## src/rtl/fakeram7_arb_pkg.sv

```systemverilog
// -----------------------------------------------------------------------------
// fakeram7_arb_pkg
// Shared definitions for the two-port fakeram7 arbiter:
//   - NREQ, P0, P1 : requester count and port index constants
//   - arb_state_t  : init-sweep FSM states (ST_INIT, ST_RUN)
// -----------------------------------------------------------------------------
package fakeram7_arb_pkg;

   localparam int   NREQ = 2;
   localparam logic P0   = 1'b0;
   localparam logic P1   = 1'b1;

   typedef enum logic {
      ST_INIT = 1'b0,
      ST_RUN  = 1'b1
   } arb_state_t;

endpackage : fakeram7_arb_pkg

```

## src/rtl/fakeram7_rr2_pick.sv

```systemverilog
// -----------------------------------------------------------------------------
// fakeram7_rr2_pick
// Purely combinational two-way round-robin picker.
// Ports:
//   req_valid  in  [1:0]  per-port request valid
//   last_grant in  1      index of the most recently granted port
//   grant      out [1:0]  one-hot grant, zero when nothing is valid
//   grant_idx  out 1      index of the picked port (P0 when nothing is valid)
// -----------------------------------------------------------------------------
module fakeram7_rr2_pick
   import fakeram7_arb_pkg::*;
(
   input  logic [NREQ-1:0] req_valid,
   input  logic            last_grant,
   output logic [NREQ-1:0] grant,
   output logic            grant_idx
);

   always_comb begin
      // NOTE: every output gets a default first so no path can infer a latch.
      grant     = '0;
      grant_idx = P0;
      if (req_valid[P0] && req_valid[P1]) begin
         // On conflict the port that did not win last time goes next.
         grant_idx = (last_grant == P1) ? P0 : P1;
      end else if (req_valid[P1]) begin
         grant_idx = P1;
      end
      grant[grant_idx] = |req_valid;
   end

endmodule : fakeram7_rr2_pick

```

## src/rtl/fakeram7_sp_arb2.sv

```systemverilog
// -----------------------------------------------------------------------------
// fakeram7_sp_arb2
// Two-requester round-robin arbiter/sequencer in front of one single-port
// fakeram7 SRAM macro (default 4096x32, 1-cycle read latency).
//
// Optional feature: define FAKERAM7_SP_ARB2_INIT_EN to zero-fill the whole
// macro after every reset (init_busy high for WORD_DEPTH cycles).
//
// Ports:
//   clk, rst                  clock shared with the macro; sync active-high reset
//   req_valid/ready/we  [1:0] per-port handshake and write enable
//   req_addr  [2*ADDR_WIDTH]  port i at [i*ADDR_WIDTH +: ADDR_WIDTH]
//   req_wdata/req_wmask [2*BITS] port i at [i*BITS +: BITS]
//   resp_valid [1:0]          one-cycle read-data pulse per port
//   resp_rdata [BITS]         shared read data, qualified by resp_valid
//   mem_ce/we/addr/wd/wmask   straight to the macro's input pins
//   mem_rd                    from the macro's rd_out
//   init_busy                 high while the zero-fill sweep runs
// -----------------------------------------------------------------------------
module fakeram7_sp_arb2
   import fakeram7_arb_pkg::*;
#(
   parameter int BITS       = 32,
   parameter int WORD_DEPTH = 4096,
   parameter int ADDR_WIDTH = 12
) (
   input  logic                    clk,
   input  logic                    rst,
   input  logic [1:0]              req_valid,
   output logic [1:0]              req_ready,
   input  logic [1:0]              req_we,
   input  logic [2*ADDR_WIDTH-1:0] req_addr,
   input  logic [2*BITS-1:0]       req_wdata,
   input  logic [2*BITS-1:0]       req_wmask,
   output logic [1:0]              resp_valid,
   output logic [BITS-1:0]         resp_rdata,
   output logic                    mem_ce,
   output logic                    mem_we,
   output logic [ADDR_WIDTH-1:0]   mem_addr,
   output logic [BITS-1:0]         mem_wd,
   output logic [BITS-1:0]         mem_wmask,
   input  logic [BITS-1:0]         mem_rd,
   output logic                    init_busy
);

   if (ADDR_WIDTH != $clog2(WORD_DEPTH)) begin : g_bad_addr_width
      $error("ADDR_WIDTH must equal clog2(WORD_DEPTH)");
   end

   logic                  last_grant;
   logic [1:0]            pick_grant;
   logic                  pick_idx;
   logic                  run;
   logic                  gnt_any;
   logic                  rsp_pend;
   logic                  rsp_idx;
   logic [ADDR_WIDTH-1:0] addr_hold;

   logic                  sel_we;
   logic [ADDR_WIDTH-1:0] sel_addr;
   logic [BITS-1:0]       sel_wd;
   logic [BITS-1:0]       sel_wmask;

   fakeram7_rr2_pick u_pick (
      .req_valid  (req_valid),
      .last_grant (last_grant),
      .grant      (pick_grant),
      .grant_idx  (pick_idx)
   );

`ifdef FAKERAM7_SP_ARB2_INIT_EN
   arb_state_t            state;
   logic [ADDR_WIDTH-1:0] init_addr;
   logic                  init_busy_q;

   always_ff @(posedge clk) begin
      // NOTE: sequential state uses non-blocking assignments only.
      if (rst) begin
         state       <= ST_INIT;
         init_addr   <= '0;
         init_busy_q <= 1'b1;
      end else begin
         case (state)
            ST_INIT: begin
               init_addr <= init_addr + 1'b1;
               if (init_addr == ADDR_WIDTH'(WORD_DEPTH - 1)) begin
                  state       <= ST_RUN;
                  init_busy_q <= 1'b0;
               end
            end
            default: state <= ST_RUN;
         endcase
      end
   end

   assign run       = (state == ST_RUN);
   assign init_busy = init_busy_q;
`else
   assign run       = 1'b1;
   assign init_busy = 1'b0;
`endif

   // Grants are suppressed during reset and during the init sweep.
   assign req_ready = (run && !rst) ? pick_grant : 2'b00;
   assign gnt_any   = |req_ready;

   assign sel_we    = req_we[pick_idx];
   assign sel_addr  = pick_idx ? req_addr[ADDR_WIDTH +: ADDR_WIDTH] : req_addr[0 +: ADDR_WIDTH];
   assign sel_wd    = pick_idx ? req_wdata[BITS +: BITS] : req_wdata[0 +: BITS];
   assign sel_wmask = pick_idx ? req_wmask[BITS +: BITS] : req_wmask[0 +: BITS];

   always_comb begin
      mem_ce    = 1'b0;
      mem_we    = 1'b0;
      mem_addr  = addr_hold;  // idle address stays put so the macro never sees X
      mem_wd    = '0;
      mem_wmask = '0;
`ifdef FAKERAM7_SP_ARB2_INIT_EN
      if (!rst && !run) begin
         mem_ce    = 1'b1;
         mem_we    = 1'b1;
         mem_addr  = init_addr;
         mem_wmask = '1;
      end
`endif
      if (gnt_any) begin
         mem_ce    = 1'b1;
         mem_we    = sel_we;
         mem_addr  = sel_addr;
         mem_wd    = sel_wd;
         mem_wmask = sel_wmask;
      end
   end

   always_ff @(posedge clk) begin
      if (rst) begin
         last_grant <= P1;
         rsp_pend   <= 1'b0;
         rsp_idx    <= P0;
         addr_hold  <= '0;
      end else begin
         if (gnt_any) begin
            last_grant <= pick_idx;
         end
         // Tag the read so its data, arriving next cycle, goes back to its owner.
         rsp_pend <= gnt_any && !sel_we;
         rsp_idx  <= pick_idx;
         if (mem_ce) begin
            addr_hold <= mem_addr;
         end
      end
   end

   assign resp_valid = rsp_pend ? (rsp_idx ? 2'b10 : 2'b01) : 2'b00;
   assign resp_rdata = mem_rd;

endmodule : fakeram7_sp_arb2
```

## config.mk

```make
export PLATFORM = sky130hd
export DESIGN_NAME = fakeram7_sp_arb2
export DESIGN_NICKNAME = d
export VERILOG_FILES = /design/src/rtl/fakeram7_arb_pkg.sv /design/src/rtl/fakeram7_rr2_pick.sv /design/src/rtl/fakeram7_sp_arb2.sv
export SDC_FILE = /design/constraint.sdc
export NUM_CORES = 1
export LEC_CHECK = 0
export BUFFER_PORTS_ARGS = -buffer_cell sky130_fd_sc_hd__clkbuf_2
export CORE_AREA = 2 2 117 119
export CTS_CLUSTER_DIAMETER = 80
export DETAILED_ROUTE_END_ITERATION = 16
export DIE_AREA = 0 0 119 121
export GPL_ROUTABILITY_DRIVEN = 0
export SYNTH_ARGS = -nofsm -noshare
export SYNTH_HDL_FRONTEND = slang
export SYNTH_SLANG_ARGS = --single-unit
```

## constraint.sdc

```tcl
create_clock -name clk -period 1.3 [get_ports clk]
set_input_delay 0.065 -clock clk [delete_from_list [all_inputs] [get_ports clk]]
set_output_delay 0.065 -clock clk [all_outputs]
set_load 0.005 [all_outputs]
```

==> run summary <==
H-tree Lvls = 1
RSZ-0062 raised after global routing = true
Crit path DAT = 1.52 ns
Yosys warnings = 0
CTS Buffer Depth = 2
PwrDens = 625.6 nW/um^2
Final wirelength = 10,580 um
Share of layout cells above drive strength 1 = 62.01%
Crit Path Max Fanout = 11
Area after DPL = 3176 sq um
CTS tree = yes
Leakage = 2.119 nW
Count of cell types in the netlist = 22
Max-cap violations = 0
Port bufs = 239
Status = complete, but fails checks
Site Rows = 42
Die H = 121 um
Post-Syn Area per Cell = 5.671 sq um
Failing checks = setup timing
Critical Path RT = 1.24 ns
CP most frequent cell = buf_6
Worst Path Buf+Inv = 4
CP Capture Type = output pin
Crit Path Category = reg2out
Type of origin of the critical path = register
Hpwl dp = 7033 um
Largest net degree at the start of global routing = 44
Core area = 13,090 sq um
End point of the critical path = mem_wd[10]
Post-route ant nets = 0
Min Tclk post-route = 1.581 ns
Post-synthesis register bit count = 15
Starting Density = 14.82%
Highest Clock Rate = 632.3 MHz
Worst stage delay on the critical path = 0.36 ns
Clk Latency, worst-skew pair = 0.24 ns
Final Cycle Share = 121.7%
Mapped Cells = 342
Vias in the first global route = 2,677
Antenna violations before repair = 0
Die area = 14,400 sq um
Final #Nets = 749
DR DRC count = 0
Count of TritonRoute iterations in the first routing pass = 4
Inserted Diodes = 0
Seq/Total Area, Yosys = 15.48%
Clock Skew = 0.005374 ns
Hold Vio Cnt, Final = 0
Clk root buf = clkbuf_16
Num CTS Buffers = 3
Area grow syn2layout = 100.3%
Clock slew at reported path FFs = 0.05 ns
R2R Setup Slk = -0.11 ns
Wire per inst = 14.42 um
Crit path depth = 7
Initial DRC Count = 93
Overflow after GRT = 0
Post-route design area = 3885 sq um
Hold_buf cts = 0
Max Slew Vio Count = 0
Endpoints failing setup = 82
Top Family by Delay on Critical Path = buffers and inverters
Die W = 119 um
Slowest CP cell = dfxtp_4
Ports = 305
Critical path, cell by cell = a21boi_4 > buf_6 > buf_6 > clkbuf_16 > nand2_1 > a21oi_2 > clkbuf_2
Global-route wire length before repair = 13,460 um
Sink Count = 15
Power, Total = 2.430 mW
Synth Cell Area = 1939 sq um
Via/cell ratio = 4.327
FF-to-FF Start = last_grant
Worst Hold Class = in2reg
Via count = 3,176
Total track usage = 11.61%
Reg2reg path depth = 6
Syn Nets = 532
Dpl ws = -0.02907 ns
Max VDD drop = 345.4 uV
Worst Setup SP = last_grant
Worst flop-to-flop path endpoint = addr_hold[6]
Final worst slack = -0.2815 ns
## metrics by stage
stage	TNS, ns	cells	hold WS (ns)	utilization [%]
floorplan	0	342	0.1371	-
global placement	-0.003489	711	0.1300	24.27
detailed placement	-0.1299	711	0.1300	24.27
CTS	-14.05	721	0.08981	26.07
global route	-23.79	734	0.09754	29.69
finish	-17.86	734	0.09641	29.69
## layer usage
metal | wire length [um] | part of all wire, % | vias to the layer above | track usage (%)
met2 | 5448 | 51 | 156 | 20.73
met5 | 0 | 0 | - | 0
met4 | 152 | 1.4 | 0 | 2.902
li1 | - | - | 1532 | -
met3 | 705 | 6.7 | 16 | 2.256
met1 | 4275 | 40 | 1472 | 14.30
## cells by family (layout without fill, tap and decap cells)
group / after synthesis / in the layout / synth area share (%)
AO/OA/AOI/OAI: 92 / 92 / 30.00
buffers and inverters: 64 / 280 / 20.71
flip-flops: 15 / 15 / 15.48
multiplexers: 1 / 1 / 0.5161
other: 1 / 1 / 0.1934
AND/OR/NAND/NOR: 169 / 169 / 33.10
## sequential cells by signal, summed over array words and instances, names as in the netlist
name,count
addr_hold,12
last_grant,1
rsp_idx,1
rsp_pend,1
## worst register-to-register path: cells and delay by family (launching register included)
kind	cells	cell delay (ns)
AOI/OAI and AO/OA	2	0.41
buffers and inverters	3	0.50
DFF	1	0.36
and+or+nand+nor	1	0.05
## area by class of cell
| cell class | instances | area, sq um |
|---|---|---|
| inverter | 2 | 7.507 |
| sequential | 15 | 304.0 |
| fill | 1427 | 9200 |
| clock buffer | 4 | 78.83 |
| multi-input combinational | 263 | 1551 |
| tap | 176 | 220.2 |
| timing repair buffer | 274 | 1723 |
## synth_stat cells (all sizes together)
cell,instances,share of area [%]
a21boi,1,0.58
mux2i,1,0.52
a32o,2,1.0
clkbuf,7,1.4
a21oi,62,16
conb,1,0.19
a31oi,12,3.9
nand2,150,29
a311oi,12,7.4
buf,55,19
nor2b,1,0.32
and2,2,0.65
dfxtp,15,15
o21ai,1,0.26
o21bai,1,0.39
nor2,16,3.1
inv,2,0.39
a21bo,1,0.52
## timing repair
item	in CTS	in global routing
resized for setup	14	124
gates cloned	3	8
pin swaps	1	45
endpoints found under the setup margin	80	82
buffers inserted	3	7
## placed cells by master (no fill, tap or decap), types with 2 or more instances in the layout
| cell | Yosys | final |
|---|---|---|
| clkbuf_2 | 0 | 190 |
| a31oi_1 | 12 | 10 |
| nand2_4 | 0 | 16 |
| nor2_1 | 16 | 15 |
| nand2_1 | 150 | 122 |
| a31oi_4 | 0 | 2 |
| and2_1 | 2 | 2 |
| a32o_1 | 2 | 2 |
| a311oi_1 | 6 | 4 |
| buf_8 | 0 | 2 |
| buf_2 | 15 | 49 |
| nand2_2 | 0 | 12 |
| buf_6 | 0 | 5 |
| dfxtp_1 | 15 | 14 |
| buf_4 | 38 | 13 |
| a21oi_1 | 62 | 38 |
| buf_12 | 0 | 7 |
| clkbuf_16 | 0 | 10 |
| a311oi_2 | 6 | 8 |
| a21oi_2 | 0 | 24 |
## power by group
group	internal [mW]	switching (mW)	total [mW]
clock	0.415	0.179	0.594
sequential	0.496	0.0125	0.509
combinational	0.666	0.661	1.33
## worst min path at each step
stage | slack, ns | cells past startpoint | to | startpoint
floorplan | 0.14 | 1 | addr_hold[10] | rst
global placement | 0.13 | 0 | resp_rdata[15] | mem_rd[15]
detailed placement | 0.13 | 0 | resp_rdata[15] | mem_rd[15]
CTS | 0.09 | 3 | addr_hold[7] | req_addr[7]
global route | 0.1 | 3 | addr_hold[1] | req_addr[13]
finish | 0.1 | 3 | addr_hold[1] | req_addr[13]
No activity file was read; power rests on OpenSTA's default activity.
